## config.mk

```make
export PLATFORM = sky130hd
export DESIGN_NAME = pixel_writeback_flat
export DESIGN_NICKNAME = d
export VERILOG_FILES = /design/src/rtl/pixel_writeback_if.sv /design/src/rtl/pixel_writeback.sv /design/src/flat_wrapper.sv
export SDC_FILE = /design/constraint.sdc
export NUM_CORES = 1
export LEC_CHECK = 0
export ABC_AREA = 1
export CORE_ASPECT_RATIO = 1.2
export CORE_MARGIN = 3
export CORE_UTILIZATION = 35
export CTS_CLUSTER_DIAMETER = 150
export DETAILED_ROUTE_END_ITERATION = 12
export DONT_BUFFER_PORTS = 1
export GPL_ROUTABILITY_DRIVEN = 0
export GPL_TIMING_DRIVEN = 0
export RECOVER_POWER = 100
export SYNTH_ARGS = -nofsm -noshare
export SYNTH_HDL_FRONTEND = slang
export SYNTH_SLANG_ARGS = --single-unit
```

## constraint.sdc

```tcl
create_clock -name clk -period 7.1 [get_ports clk]
set_clock_uncertainty 0.2 [all_clocks]
set_input_delay 1.065 -clock clk [delete_from_list [all_inputs] [get_ports clk]]
set_output_delay 1.065 -clock clk [all_outputs]
set_load 0.01 [all_outputs]
```

## src/rtl/pixel_writeback_if.sv

```systemverilog
// Pixel write-back bus: blend-stage input channel and VRAM-writer output channel.
interface pixel_writeback_if;
  logic [7:0]  i_r;
  logic [7:0]  i_g;
  logic [7:0]  i_b;
  logic [9:0]  i_x;
  logic [8:0]  i_y;
  logic        i_stp;
  logic        i_ditherEn;
  logic        i_forceMask;
  logic        i_valid;
  logic        o_ready;
  logic [15:0] o_pixel;
  logic [9:0]  o_x;
  logic [8:0]  o_y;
  logic        o_valid;
  logic        i_ready;
  logic        o_idle;

  // Write-back block side.
  modport slave (
    input  i_r, i_g, i_b, i_x, i_y, i_stp, i_ditherEn, i_forceMask, i_valid, i_ready,
    output o_ready, o_pixel, o_x, o_y, o_valid, o_idle
  );

  // Producer / consumer side.
  modport master (
    output i_r, i_g, i_b, i_x, i_y, i_stp, i_ditherEn, i_forceMask, i_valid, i_ready,
    input  o_ready, o_pixel, o_x, o_y, o_valid, o_idle
  );
endinterface

```

## src/rtl/pixel_writeback.sv

```systemverilog
// Pixel write-back: ordered dither, clamp and 5:5:5 pack into a stage register,
// followed by a small FIFO that decouples the blend stage from the VRAM writer.
module pixel_writeback #(
  parameter int FIFO_DEPTH = 4
) (
  input  logic             clk,
  input  logic             i_rst,
  pixel_writeback_if.slave bus
);

  localparam int PW = (FIFO_DEPTH > 1) ? $clog2(FIFO_DEPTH) : 1;
  localparam int CW = $clog2(FIFO_DEPTH + 1);
  localparam int EW = 16 + 10 + 9;
  localparam logic [CW-1:0] DEPTH_C = CW'(FIFO_DEPTH);
  localparam logic [CW-1:0] ZERO_C  = {CW{1'b0}};

  // 4x4 ordered-dither offset for the low two bits of the coordinates.
  function automatic logic signed [9:0] dither_off(input logic [1:0] y, input logic [1:0] x);
    logic signed [9:0] d;
    case ({y, x})
      4'd0:    d = -10'sd4;
      4'd1:    d =  10'sd0;
      4'd2:    d = -10'sd3;
      4'd3:    d =  10'sd1;
      4'd4:    d =  10'sd2;
      4'd5:    d = -10'sd2;
      4'd6:    d =  10'sd3;
      4'd7:    d = -10'sd1;
      4'd8:    d = -10'sd3;
      4'd9:    d =  10'sd1;
      4'd10:   d = -10'sd4;
      4'd11:   d =  10'sd0;
      4'd12:   d =  10'sd3;
      4'd13:   d = -10'sd1;
      4'd14:   d =  10'sd2;
      4'd15:   d = -10'sd2;
      default: d =  10'sd0;
    endcase
    return d;
  endfunction

  // Add the offset, saturate to 0..255 and keep the top five bits.
  function automatic logic [4:0] quantize(input logic [7:0] c, input logic signed [9:0] off);
    logic signed [9:0] s;
    logic [4:0]        q;
    s = $signed({2'b00, c}) + off;
    if (s < 10'sd0) begin
      q = 5'd0;
    end else if (s > 10'sd255) begin
      q = 5'd31;
    end else begin
      q = s[7:3];
    end
    return q;
  endfunction

  logic              s1_valid_q, s1_valid_d;
  logic [15:0]       s1_pixel_q, s1_pixel_d;
  logic [9:0]        s1_x_q,     s1_x_d;
  logic [8:0]        s1_y_q,     s1_y_d;
  logic [EW-1:0]     mem_q [FIFO_DEPTH];
  logic [EW-1:0]     mem_d [FIFO_DEPTH];
  logic [PW-1:0]     wr_ptr_q, wr_ptr_d;
  logic [PW-1:0]     rd_ptr_q, rd_ptr_d;
  logic [CW-1:0]     count_q,  count_d;

  logic signed [9:0] off_s;
  logic [15:0]       pix_s;
  logic              pop_s;
  logic              transfer_s;
  logic              ready_s;
  logic              accept_s;

  // Colour conversion of the incoming pixel.
  always_comb begin
    off_s = 10'sd0;
    if (bus.i_ditherEn) begin
      off_s = dither_off(bus.i_y[1:0], bus.i_x[1:0]);
    end else begin
      off_s = 10'sd0;
    end
    pix_s = {bus.i_stp | bus.i_forceMask,
             quantize(bus.i_b, off_s),
             quantize(bus.i_g, off_s),
             quantize(bus.i_r, off_s)};
  end

  // Handshakes: a pop frees a FIFO slot in the same cycle, so S1 can move while full.
  always_comb begin
    pop_s      = (count_q != ZERO_C) & bus.i_ready;
    transfer_s = s1_valid_q & ((count_q < DEPTH_C) | pop_s);
    ready_s    = ~s1_valid_q | transfer_s;
    accept_s   = bus.i_valid & ready_s;
  end

  // Next state for the stage register, FIFO storage, pointers and occupancy.
  always_comb begin
    s1_valid_d = s1_valid_q;
    s1_pixel_d = s1_pixel_q;
    s1_x_d     = s1_x_q;
    s1_y_d     = s1_y_q;
    mem_d      = mem_q;
    wr_ptr_d   = wr_ptr_q;
    rd_ptr_d   = rd_ptr_q;
    count_d    = count_q;

    if (accept_s) begin
      s1_valid_d = 1'b1;
      s1_pixel_d = pix_s;
      s1_x_d     = bus.i_x;
      s1_y_d     = bus.i_y;
    end else if (transfer_s) begin
      s1_valid_d = 1'b0;
    end else begin
      s1_valid_d = s1_valid_q;
    end

    if (transfer_s) begin
      mem_d[wr_ptr_q] = {s1_pixel_q, s1_x_q, s1_y_q};
      wr_ptr_d        = wr_ptr_q + PW'(1);
    end else begin
      wr_ptr_d        = wr_ptr_q;
    end

    if (pop_s) begin
      rd_ptr_d = rd_ptr_q + PW'(1);
    end else begin
      rd_ptr_d = rd_ptr_q;
    end

    case ({transfer_s, pop_s})
      2'b10:   count_d = count_q + CW'(1);
      2'b01:   count_d = count_q - CW'(1);
      default: count_d = count_q;
    endcase
  end

  // Control state; reset discards every held pixel.
  always_ff @(posedge clk) begin
    if (i_rst) begin
      s1_valid_q <= 1'b0;
      wr_ptr_q   <= {PW{1'b0}};
      rd_ptr_q   <= {PW{1'b0}};
      count_q    <= ZERO_C;
    end else begin
      s1_valid_q <= s1_valid_d;
      wr_ptr_q   <= wr_ptr_d;
      rd_ptr_q   <= rd_ptr_d;
      count_q    <= count_d;
    end
  end

  // Pixel payload registers; contents only matter while marked valid.
  always_ff @(posedge clk) begin
    s1_pixel_q <= s1_pixel_d;
    s1_x_q     <= s1_x_d;
    s1_y_q     <= s1_y_d;
    mem_q      <= mem_d;
  end

  assign bus.o_ready = ready_s;
  assign bus.o_valid = (count_q != ZERO_C);
  assign bus.o_idle  = ~s1_valid_q & (count_q == ZERO_C);
  assign {bus.o_pixel, bus.o_x, bus.o_y} = mem_q[rd_ptr_q];

endmodule

```

## src/flat_wrapper.sv

```systemverilog
// flat-port wrapper written by rule: the top's interface ports become plain ports
module pixel_writeback_flat 
#(
  parameter int FIFO_DEPTH = 4
)
  (clk, i_rst, bus_i_r, bus_i_g, bus_i_b, bus_i_x, bus_i_y, bus_i_stp, bus_i_ditherEn, bus_i_forceMask, bus_i_valid, bus_i_ready, bus_o_ready, bus_o_pixel, bus_o_x, bus_o_y, bus_o_valid, bus_o_idle);
  pixel_writeback_if bus_i ();
  input  logic clk;
  input  logic i_rst;
  input wire logic [$bits(bus_i.i_r)-1:0] bus_i_r;
  input wire logic [$bits(bus_i.i_g)-1:0] bus_i_g;
  input wire logic [$bits(bus_i.i_b)-1:0] bus_i_b;
  input wire logic [$bits(bus_i.i_x)-1:0] bus_i_x;
  input wire logic [$bits(bus_i.i_y)-1:0] bus_i_y;
  input wire logic [$bits(bus_i.i_stp)-1:0] bus_i_stp;
  input wire logic [$bits(bus_i.i_ditherEn)-1:0] bus_i_ditherEn;
  input wire logic [$bits(bus_i.i_forceMask)-1:0] bus_i_forceMask;
  input wire logic [$bits(bus_i.i_valid)-1:0] bus_i_valid;
  input wire logic [$bits(bus_i.i_ready)-1:0] bus_i_ready;
  output wire logic [$bits(bus_i.o_ready)-1:0] bus_o_ready;
  output wire logic [$bits(bus_i.o_pixel)-1:0] bus_o_pixel;
  output wire logic [$bits(bus_i.o_x)-1:0] bus_o_x;
  output wire logic [$bits(bus_i.o_y)-1:0] bus_o_y;
  output wire logic [$bits(bus_i.o_valid)-1:0] bus_o_valid;
  output wire logic [$bits(bus_i.o_idle)-1:0] bus_o_idle;
  assign bus_i.i_r = bus_i_r;
  assign bus_i.i_g = bus_i_g;
  assign bus_i.i_b = bus_i_b;
  assign bus_i.i_x = bus_i_x;
  assign bus_i.i_y = bus_i_y;
  assign bus_i.i_stp = bus_i_stp;
  assign bus_i.i_ditherEn = bus_i_ditherEn;
  assign bus_i.i_forceMask = bus_i_forceMask;
  assign bus_i.i_valid = bus_i_valid;
  assign bus_i.i_ready = bus_i_ready;
  assign bus_o_ready = bus_i.o_ready;
  assign bus_o_pixel = bus_i.o_pixel;
  assign bus_o_x = bus_i.o_x;
  assign bus_o_y = bus_i.o_y;
  assign bus_o_valid = bus_i.o_valid;
  assign bus_o_idle = bus_i.o_idle;
  pixel_writeback #(.FIFO_DEPTH(FIFO_DEPTH)) u_core (.clk(clk), .i_rst(i_rst), .bus(bus_i));
endmodule
```

# Word-level counts from Yosys, hierarchy flattened

Memories as Yosys holds them, arrays and structs flattened.
Index checks and enable logic that the tools add are counted.

$add $sub $neg: 7
Magnitude comparators: 10
Eq/ne operators: 2
Mux-type cells: 13
Bitwise operators: 10
Reduce and logical (&&, ||, !) cells: 5

Operators by type and width:

| kind                  | count |
|---|---|
| $bwmux W140           | 1 |
| $mux W35              | 3 |
| $bmux W35 S2          | 1 |
| $demux W35 S2         | 1 |
| $add A9 B10 Y10       | 3 |
| $gt A10 B9 Y1 const B | 3 |
| $lt A10 B1 Y1 const B | 3 |
| $mux W5               | 3 |
| $mux W10              | 1 |
| $ge A3 B3 Y1 const B  | 2 |
| $not A2 Y3            | 2 |
| $pmux W3 S2           | 1 |
| $add A2 B1 Y2 const B | 2 |
| $and A1 B1 Y1         | 4 |
| $reduce_bool A2 Y1    | 2 |
| $add A3 B1 Y3 const B | 1 |
| $logic_not A3 Y1      | 1 |
| $lt A3 B1 Y1 const B  | 1 |
| $lt A3 B3 Y1 const B  | 1 |
| $or A1 B1 Y1          | 3 |
| $reduce_bool A3 Y1    | 1 |
| $sub A3 B1 Y3 const B | 1 |
| $eq A2 B1 Y1 const B  | 1 |
| $eq A2 B2 Y1 const B  | 1 |
| other kinds (3)       | 4 |

Flip-flop bits (word level): 183
ROM bits: 160
Logic and storage cells: 62
Memories: 1

Memories:

| memory          | depth | bits a word | rd ports | clocked after Yosys merged registers in | write ports | line                  | RTL |
|---|---|---|---|---|---|---|---|
| (no name shown) | 16    | 10          | 1        | 0                                       | 0           | pixel_writeback.sv:20 | `case ({y, x})` |

# Depth between registers and ports, before layout

Word-level depth: 7
Mapped depth: 18
Mapped depth without buffers: 17

# Least setup slack after synthesis

OpenSTA, ideal clock, no wires.

Path type: input to register
Start: input bus_i_ready
End: register u_core.mem_q[0] in the netlist's numbering (enable)
Library setup time: 0.427 ns
Data arrival time: 3.033 ns
Required time: 6.473 ns
Path slack: 3.439 ns
Cell stages on the path: 4
Path buffers: 0
Cell sequence: nand2_1 > a21oi_1 > clkinv_1 > nor2_1

Word-level cells in the longest chain between the ends: 3

Ends and longest elaborated chain:

| what                 | line                   | RTL |
|---|---|---|
| from (decl)          | flat_wrapper.sv:19     | `input wire logic [$bits(bus_i.i_ready)-1:0] bus_i_ready;` |
| $and A1 B1 Y1        | pixel_writeback.sv:90  | `pop_s = (count_q != ZERO_C) & bus.i_ready;` |
| $or A1 B1 Y1         | pixel_writeback.sv:91  | `transfer_s = s1_valid_q & ((count_q < DEPTH_C) \| pop_s);` |
| $and A1 B1 Y1        | pixel_writeback.sv:91  |  |
| to (signal assigned) | pixel_writeback.sv:158 | `mem_q <= mem_d;` |
| to (decl)            | pixel_writeback.sv:61  | `logic [EW-1:0] mem_q [FIFO_DEPTH];` |

No other way between the ends.
A chain may end at the register's enable or synchronous reset.

# Final worst setup path

Start: register u_core.count_q[0]
End: register u_core.mem_q[17] in the netlist's numbering (enable)

Word-level cells in the longest chain between the ends: 4

Ends and longest elaborated chain:

| what                   | line                   | RTL |
|---|---|---|
| from (decl)            | pixel_writeback.sv:65  | `logic [CW-1:0] count_q, count_d;` |
| from (signal assigned) | pixel_writeback.sv:149 | `count_q <= count_d;` |
| $reduce_bool A3 Y1     | n/a                    |  |
| net bus_o_valid        | flat_wrapper.sv:24     | `output wire logic [$bits(bus_i.o_valid)-1:0] bus_o_valid;` |
| $and A1 B1 Y1          | pixel_writeback.sv:90  |  |
| $or A1 B1 Y1           | pixel_writeback.sv:91  |  |
| $and A1 B1 Y1          | pixel_writeback.sv:91  |  |

The timed path passes the listed nets, and every way through them passes these cells.

==> results.toml <==
[logic_synthesis]
synth_cells = 714
synth_most_common_cell = "edfxtp_1"
ys.warnings.count = 0
synth.avg_cell_area_um2 = 11.3
syn_nets = 779
synth_top_cell_by_area = "edfxtp_1"
synth-main-ff-cell = "edfxtp_1"
synth_area_mm2 = 0.00807
ys_seq_elements = 183
synthTopCellsByArea = "edfxtp_1 (65%), nand2_1 (4.9%), o21ai_0 (4.6%)"
async_reset_ff_frac = 0
synth_top_area_frac = 0.651
synth_edf_count = 175
seq_area_frac_synth = 0.671
yosysUniqueCellTypes = 34
yosys-top-cells-count = "edfxtp_1 (175), nand2_1 (105), nor2_1 (94)"

[clocking]
clockBufferDepth = 2
cts_resized = 0
clk_pin_slew_worst_paths_ps = 70
postCtsSetupBuffers = 0
htreeDepth = 4
clock-sinks = 183
clock_latency_ps = 430
tritoncts = "yes"
cts_buffers = 17
cts-root-buf = "clkbuf_16"
hold_buffers = 0

[sta]
max-slew-margin-rel = -0.320
finalSetupTns_ps = 0
min_period_ps = 4240
rsz0062_at_grt = "false"
post-route-period-util = 0.598
hold_viol = 0
finalSetupViolations = 0
drv_slew = 125
worstMarginPinSlew_ps = 1970
max_clock_freq_ghz = 0.236

[min_path]
hold_start = "u_core.count_q[0]"
hold_path.class = "reg -> reg"
hold_depth = 2
hold_end = "u_core.count_q[0]"

[floorplanning]
dieHeight_um = 172
die_w_um = 145
io_pins = 88
core_mm2 = 0.0225
die-area_mm2 = 0.0249
rows = 60
initial_utilization = 0.358

[run_status]
status = "finished, violations left"
violations = "capacitance limit, slew limit"

[global_routing]
grt_pass1_vias = 5027
overflow = 0
antenna_found_initial = 0
grt_start_max_net_pins = 36
gr-usage-all-layers = 0.138
grt_pass1_wl_mm = 26.2

[drt]
via_per_inst = 4.91
ant_nets = 0
first_iter_violations = 336
vias = 5051
drc = 0
drt_wl_total_mm = 16.8
firstDrtPassIters = 5
drt-wirelength-per-cell_um = 16.4

[place]
dp.cells = 997
io_buffer_count = 0
hpwl_mm = 11.7
placed_area_mm2 = 0.00855

[worst_setup_path]
regToRegEndpoint = "u_core.mem_q[17]"
crit_fanout = 21
critical_path_class = "reg -> reg"
ff2ff_setup_slack_ps = 2860
rr_startpoint = "u_core.count_q[0]"
ff2ff_path_depth = 7
cp-end-kind = "register"
crit_chain = "inv_1, nand3_1, nand2_1, a21oi_1, clkinv_1, nor2_1, clkbuf_1"
slowest_delay_ps = 1510
required_ps = 6950
cp.arrival_ps = 4090
worstSetupStartpointType = "register"
crit_slowest_cell = "nor2_1"

[power]
finalPower_mw = 2.81
p_comb_frac = 0.201
swShare = 0.306
p_leak_nw = 3.35
p_int_mw = 1.95
max-vdd-ir-drop_v = 0.000189
pwr-share-seq = 0.467
powerDensity_mw_per_mm2 = 311
share_clk_of_total_power = 0.331
power_switching_uw = 859

[finish]
utilization = 0.401
synthToLayoutAreaGrowth_pct = 11.8
drive_gt1_frac = 0.0800
diodes = 0
nNetsFinal = 802
final_cells = 1029
finalInstanceArea_mm2 = 0.00903

[flow_run]
max_cap_violations = 5
sequential cells by signal, summed over array words and instances (netlist names):
register and cells:
u_core.mem_q 140, u_core.count_q 3, u_core.wr_ptr_q 2, u_core.s1_valid_q 1, u_core.s1_x_q 10, u_core.s1_y_q 9
u_core.s1_pixel_q 16, u_core.rd_ptr_q 2
cell type report:
class | instances | area (um^2)
tap | 279 | 349
fill | 2148 | 13500
sequential | 183 | 5420
buffer | 31 | 145
timing repair buffer | 4 | 15.0
clock inverter | 15 | 171
multi-input combinational | 426 | 2230
clock buffer | 17 | 425
inverter | 74 | 278
worst max-delay path: cells and delay by family (launching register included):
kind	cells	cell delay (ps)
and+or+nand+nor	3	1870
DFF	1	330
AOI/OAI and AO/OA	1	240
buffers and inverters	3	1200
worst max-delay path by stage:
| stage | startpoint | endpoint | slack [ps] | cells after the start |
|---|---|---|---|---|
| 5_1_grt | u_core.count_q[0] | u_core.mem_q[13] | 2450 | 7 |
| 3_3_place_gp | bus_i_ready | u_core.mem_q[121] | 1990 | 4 |
| 6_report | u_core.count_q[0] | u_core.mem_q[17] | 2860 | 7 |
| 2_1_floorplan | bus_i_ready | u_core.mem_q[0] | 3440 | 4 |
| 3_5_place_dp | bus_i_ditherEn | u_core.s1_pixel_q[12] | 3500 | 16 |
| 4_1_cts | u_core.rd_ptr_q[0] | bus_o_pixel[10] | 3540 | 5 |
through the flow:
stage	hold WS [ps]	setup WS (ps)
after floorplan	244	3440
after global placement	251	1990
after detailed placement	266	3500
after CTS	276	3540
after global routing	313	2450
final	271	2860
cells in the final DEF, fill, tap and decap left out, types with 2 or more instances in the layout:
| master | count |
|---|---|
| inv_1 | 64 |
| o21a_1 | 6 |
| clkinvlp_4 | 4 |
| inv_6 | 4 |
| a211oi_1 | 2 |
| fa_1 | 4 |
| nand3_1 | 21 |
| xor2_1 | 8 |
| a41oi_1 | 7 |
| clkinv_1 | 5 |
| buf_6 | 3 |
| nor2_1 | 94 |
| buf_2 | 2 |
| xnor2_1 | 2 |
| ha_1 | 11 |
| o21ai_0 | 75 |
| nand3b_1 | 3 |
| nand2_2 | 11 |
| a21oi_1 | 15 |
| bufinv_16 | 2 |
| edfxtp_1 | 175 |
| inv_2 | 5 |
| dfxtp_1 | 8 |
| nand2_1 | 106 |
| nand4_1 | 17 |
| clkinv_2 | 2 |
| o22ai_1 | 35 |
| clkbuf_1 | 29 |
| clkbuf_16 | 17 |
cell families after synthesis:
kind of cell | synth area share
simple gates | 0.139
flops | 0.671
compound gates | 0.100
buf+inv | 0.0527
fa+ha+maj | 0.0270
xor+xnor | 0.0109
power by group through the flow:
stage / Combinational (mW) / Sequential, mW / Clock, mW
floorplan: 0.408 / 1.33 / 0
global placement: 0.573 / 1.34 / 0
detailed placement: 0.595 / 1.33 / 0
CTS: 0.596 / 1.31 / 0.944
global route: 0.636 / 1.32 / 0.990
finish: 0.566 / 1.31 / 0.931
per-layer routing:
| metal | GRT usage | vias up | wire (um) |
|---|---|---|---|
| met2 | 0.239 | 127 | 8660 |
| met1 | 0.162 | 2354 | 6840 |
| met4 | 0.0568 | 0 | 337 |
| met3 | 0.0357 | 23 | 1020 |
| met5 | 0 | - | 0 |
| li1 | - | 2547 | - |
(Power assumes the default switching activity.)
